[src/rtl/fff_pkg.sv]
// Shared types and helpers for the N-player fastest-finger-first arbiter.
package fff_pkg;

  localparam int STATE_W = 2;

  typedef enum logic [STATE_W-1:0] {
    ST_IDLE    = 2'd0,
    ST_ARMED   = 2'd1,
    ST_WON     = 2'd2,
    ST_TIMEOUT = 2'd3
  } fff_state_e;

  localparam int TIE_FIXED = 0;
  localparam int TIE_RR    = 1;

  // Binary index width, never narrower than one bit.
  function automatic int id_w(input int n);
    return (n <= 2) ? 1 : $clog2(n);
  endfunction

endpackage

[src/rtl/fff_sync_edge.sv]
// One buzzer channel: multi-stage synchroniser followed by a rising-edge pulse.
module fff_sync_edge #(
  parameter int SYNC_STAGES = 2
) (
  input  logic clk,
  input  logic rst_n,
  input  logic d,
  output logic rise
);

  logic [SYNC_STAGES-1:0] sync_q;
  logic                   prev_q;

  // Shift the raw button through the chain; keep a one-cycle-old copy of the output.
  always_ff @(posedge clk or negedge rst_n) begin
    if (!rst_n) begin
      sync_q <= '0;
      prev_q <= 1'b0;
    end else begin
      sync_q <= {sync_q[SYNC_STAGES-2:0], d};
      prev_q <= sync_q[SYNC_STAGES-1];
    end
  end

  // A held level produces exactly one pulse.
  assign rise = sync_q[SYNC_STAGES-1] & ~prev_q;

endmodule

[src/rtl/fff_arbiter_n.sv]
// N-player fastest-finger-first arbiter: synchronised press detection,
// false-start lockout, single-winner latch with tie-break and answer timer.
module fff_arbiter_n
  import fff_pkg::*;
#(
  parameter int N_PLAYERS     = 4,
  parameter int SYNC_STAGES   = 2,
  parameter int ANSWER_CYCLES = 1000,
  parameter int TIE_MODE      = 0
) (
  input  logic                                clk,
  input  logic                                rst_n,
  input  logic [N_PLAYERS-1:0]                buzzer,
  input  logic                                arm,
  input  logic                                clear,
  output logic                                winner_valid,
  output logic [N_PLAYERS-1:0]                winner_onehot,
  output logic [fff_pkg::id_w(N_PLAYERS)-1:0] winner_id,
  output logic [N_PLAYERS-1:0]                false_start,
  output logic                                timeout,
  output logic [STATE_W-1:0]                  state_o
);

  localparam int IDW = fff_pkg::id_w(N_PLAYERS);
  localparam int TW  = (ANSWER_CYCLES < 1) ? 1 : $clog2(ANSWER_CYCLES + 1);

  logic [N_PLAYERS-1:0] press;
  logic [N_PLAYERS-1:0] cand;
  logic                 found;
  logic [IDW-1:0]       gnt_id;
  logic [IDW-1:0]       rr_ptr;
  logic [TW-1:0]        timer;
  fff_state_e           state;
  int                   idx;

  for (genvar i = 0; i < N_PLAYERS; i++) begin : g_sync
    fff_sync_edge #(.SYNC_STAGES(SYNC_STAGES)) u_se (
      .clk  (clk),
      .rst_n(rst_n),
      .d    (buzzer[i]),
      .rise (press[i])
    );
  end

  assign cand = press & ~false_start;

  // First candidate found walking upward from the start point, wrapping at N-1.
  always_comb begin
    found  = 1'b0;
    gnt_id = '0;
    idx    = 0;
    for (int k = 0; k < N_PLAYERS; k++) begin
      idx = k + ((TIE_MODE == TIE_RR) ? int'(rr_ptr) : 0);
      if (idx >= N_PLAYERS) idx = idx - N_PLAYERS;
      if (!found && cand[idx]) begin
        found  = 1'b1;
        gnt_id = IDW'(idx);
      end
    end
  end

  // Round FSM with registered winner, lockout, timer and pointer state.
  always_ff @(posedge clk or negedge rst_n) begin
    if (!rst_n) begin
      state         <= ST_IDLE;
      winner_valid  <= 1'b0;
      winner_onehot <= '0;
      winner_id     <= '0;
      false_start   <= '0;
      timeout       <= 1'b0;
      timer         <= '0;
      rr_ptr        <= '0;
    end else if (clear) begin
      state         <= ST_IDLE;
      winner_valid  <= 1'b0;
      winner_onehot <= '0;
      winner_id     <= '0;
      false_start   <= '0;
      timeout       <= 1'b0;
      timer         <= '0;
    end else begin
      case (state)
        ST_IDLE: begin
          false_start <= false_start | press;
          if (arm) state <= ST_ARMED;
        end
        ST_ARMED: begin
          if (found) begin
            state         <= ST_WON;
            winner_valid  <= 1'b1;
            winner_onehot <= {{(N_PLAYERS-1){1'b0}}, 1'b1} << gnt_id;
            winner_id     <= gnt_id;
            timer         <= TW'(ANSWER_CYCLES);
            rr_ptr        <= (int'(gnt_id) == N_PLAYERS - 1) ? '0 : gnt_id + 1'b1;
          end
        end
        ST_WON: begin
          if (timer != '0) timer <= timer - 1'b1;
          if (timer == TW'(1)) begin
            state   <= ST_TIMEOUT;
            timeout <= 1'b1;
          end
        end
        ST_TIMEOUT: ;
        default: state <= ST_IDLE;
      endcase
    end
  end

  assign state_o = state;

endmodule

[config.mk]
export PLATFORM = sky130hd
export DESIGN_NAME = fff_arbiter_n
export DESIGN_NICKNAME = d
export VERILOG_FILES = /design/src/rtl/fff_pkg.sv /design/src/rtl/fff_sync_edge.sv /design/src/rtl/fff_arbiter_n.sv
export SDC_FILE = /design/constraint.sdc
export NUM_CORES = 1
export LEC_CHECK = 0
export CORE_MARGIN = 3
export CORE_UTILIZATION = 31
export CTS_BUF_LIST = sky130_fd_sc_hd__clkbuf_8
export DETAILED_ROUTE_END_ITERATION = 6
export DONT_BUFFER_PORTS = 1
export PLACE_DENSITY = 0.5
export SLEW_MARGIN = 20
export SYNTH_ARGS = -nofsm -noshare
export SYNTH_HDL_FRONTEND = slang
export SYNTH_SLANG_ARGS = --single-unit
export TNS_END_PERCENT = 100
[constraint.sdc]
create_clock -name clk -period 2.3 [get_ports clk]
set_input_delay 0.23 -clock clk [delete_from_list [all_inputs] [get_ports clk]]
set_output_delay 0.23 -clock clk [all_outputs]
set_load 0.05 [all_outputs]
==> run summary <==
H-tree depth: 2
Register area share after synthesis: 51.1%
Power per Cell Area: 1270 nW/µm²
DRC viols: 0
Layout fillers: 516
CP delay by family, top: compound AO/OA/AOI/OAI gates
Worst Tran Pin Value: 0.600 ns
Worst endpoint data arrival time: 2.16 ns
Drt initial violations: 65
Setup Buffers After CTS: 0
Post-layout min period: 1.98 ns
Critical Path End Type: register
Via count: 1337
Sw frac: 42.9%
Post-synthesis to final-layout area growth: 19.7%
Synth warn: 0
Synthesized Nets: 176
HPWL after detailed placement: 2690 µm
CTS Buf Count: 5
GRT busiest layer: met2
Yosys reg bits: 36
Pleak: 0.912 nW
Commonest non-fill, non-tap cell in the layout: dfrtp_1
Setup-failing EPs final: 0
Peak VDD IR: 0.444 mV
Met3 usage: 3.99%
TritonCTS clock tree: done
Clk_lat worst skew: 0.29 ns
Core area: 5300 µm²
Post-route ant nets: 0
Sequential share of power: 36.7%
Max incr delay on CP: 0.40 ns
Tcrit/Tclk final: 86.1%
Drt first pass iters: 4
Syn Std Cell Area: 1760 µm²
Total track usage: 13.2%
Die width: 81.4 µm
Hold_sp: clear
Final Hold Fails: 0
Ports: 22
Routed len/inst: 15.3 µm
Int Power: 1.53 mW
Post-Syn Area per Cell: 10.8 µm²
Setup tns final: 0 ns
Largest net degree at the start of global routing: 37
Grt met2 use: 20.7%
Initial antenna violation count: 0
Buf/Inv on CP: 1
Critical path, cell by cell: inv_1 -> ha_1 -> nor2b_1 -> a41o_1 -> a21oi_2 -> nor2_1 -> a221o_1
Final Max Tran Viols: 0
Sinks on Clock Net: 36
GRT Residual Overflow: 0
Max cap viols: 0
First-pass GRT wire length: 6570 µm
Die Span Y: 81.4 µm
# rows: 26
Worst reg2reg startpoint: timer[0]$_DFFE_PN0P_
Startpoint Class: register
ANT cells: 0
CP required: 2.48 ns
Crit path from: timer[0]$_DFFE_PN0P_
CP Class: reg2reg
Nets@finish: 196
Share of cells above drive strength 1: 19.0%
Outcome: finished clean
Root Buffer: clkbuf_8
Routed WL: 3890 µm
Slew HR: 59.9%
Post-Route Skew: 0.0120 ns
Post-Layout Cell Count: 254
Vias in the first global route: 1347
Slowest cell on the critical path: dfrtp_1
Met1 usage: 16.2%
Clk slew on worst S/H paths: 0.08 ns
Distinct cells, synth: 44
Post-Place Cells: 237
Logic gate share of total power: 42.8%
IO Port Bufs: 0
Hold crit path type: in2reg
Largest fanout on the critical path: 8
Post-CTS resize count: 0
Clock network fraction of design power: 20.5%
Starting Density: 33.2%
Die Area: 6620 µm²
RSZ-0062 raised after global routing: no
Switching power: 1.15 mW
Worst-case clock buffer depth: 2
Via density: 5.26
Synth Instances: 163
Placer congestion estimate: 0.771
Commonest non-fill, non-tap cells in the layout: 36 x dfrtp_1, 18 x nor2_1, 14 x inv_1
Fmax: 505 MHz
registers in the layout, summed over array words and instances, names as in the netlist:
signal,flops
state_o,2
winner_id,2
timeout,1
g_sync.u_se.prev_q,4
false_start,4
winner_valid,1
g_sync.u_se.sync_q,8
winner_onehot,4
timer,10
per-stage QoR:
| stage | area, µm² | total power, mW | hold slack [ns] | util [%] | setup slack (ns) |
|---|---|---|---|---|---|
| 2_1_floorplan | 1760 | 1.83 | -0.0656 | - | 0.163 |
| 3_3_place_gp | 1900 | 2.08 | -0.0632 | 35.8 | 0.412 |
| 3_5_place_dp | 1900 | 2.11 | -0.0633 | 35.8 | 0.337 |
| 4_1_cts | 2100 | 2.70 | 0.000568 | 39.6 | 0.327 |
| 5_1_grt | 2110 | 2.88 | 0.104 | 39.8 | 0.166 |
| 6_report | 2110 | 2.68 | 0.0935 | 39.8 | 0.321 |
per-layer routing:
layer | wire length (µm) | part of all wire [%]
met5 | 0 | 0
met3 | 207 | 5.3
met2 | 1880 | 48
met1 | 1690 | 43
met4 | 114 | 2.9
area by class of cell:
cell class	count	area [µm²]	share of cell area [%]
Clock inverter	3	42.5	2.02
Tap cell	70	87.6	4.15
Inverter	14	52.6	2.49
Sequential cell	36	901	42.7
Multi-Input combinational cell	108	790	37.4
Clock buffer	5	68.8	3.26
Timing Repair Buffer	18	168	7.95
Yosys cell counts (all sizes together):
cell | instances | area share (%)
a22oi | 2 | 0.85
nor2 | 18 | 3.8
and2 | 1 | 0.36
or3b | 3 | 1.5
a41oi | 1 | 0.92
nand3 | 1 | 0.28
clkbuf | 4 | 0.85
a211oi | 2 | 0.85
a31oi | 6 | 3.0
a221o | 2 | 1.1
nor2b | 2 | 0.71
nor3 | 10 | 3.1
or3 | 2 | 0.71
nand2 | 4 | 0.85
o221ai | 1 | 0.50
a21oi | 12 | 3.6
o21a | 1 | 0.43
dfrtp | 36 | 51
buf | 1 | 0.21
o21ai | 4 | 1.1
nand2b | 2 | 0.71
inv | 14 | 3.0
a41o | 2 | 1.1
nor4b | 1 | 0.85
o31ai | 1 | 0.43
a21o | 1 | 0.43
a32oi | 1 | 0.50
and4 | 5 | 2.5
mux2i | 2 | 1.1
nand4 | 2 | 0.71
nor3b | 5 | 3.6
ha | 5 | 3.6
o22ai | 1 | 0.36
or2 | 2 | 0.71
nor4 | 6 | 4.4
power groups by stage:
| stage | Combinational (mW) | Sequential [mW] | Clock [mW] |
|---|---|---|---|
| final | 1.15 | 0.982 | 0.548 |
| after global routing | 1.27 | 1.01 | 0.598 |
| after CTS | 1.15 | 0.983 | 0.567 |
| after detailed placement | 1.11 | 0.995 | 0 |
| after global placement | 1.10 | 0.987 | 0 |
| after floorplan | 0.773 | 1.06 | 0 |
cell families after synthesis:
group                      after synthesis  share of synthesized area [%]
AOI/OAI and AO/OA                       37                           15.3
adders and majority gates                5                           3.55
buffers and inverters                   19                           4.05
DFF                                     36                           51.1
muxes                                    2                           1.14
and+or+nand+nor                         64                           24.9
worst paths after layout:
path	end	slack [ns]	depth (start not counted)
worst max-delay path	timer[4]$_DFFE_PN0P_	0.32	7
worst min-delay path	timer[8]$_DFFE_PN0P_	0.09	2
min in group asynchronous	timer[4]$_DFFE_PN0P_	0.39	2
worst max register to register	timer[4]$_DFFE_PN0P_	0.32	7
worst min register to register	g_sync[1].u_se.sync_q[1]$_DFF_PN0_	0.35	0
max in group asynchronous	state_o[0]$_DFFE_PN0P_	1.71	2
what timing repair did:
action	4_1_cts	5_1_grt
endpoints found under the hold margin	52	2
setup endpoints to repair	0	0
hold buffers	8	1
Note: power is estimated with default switching activity, not from simulation.
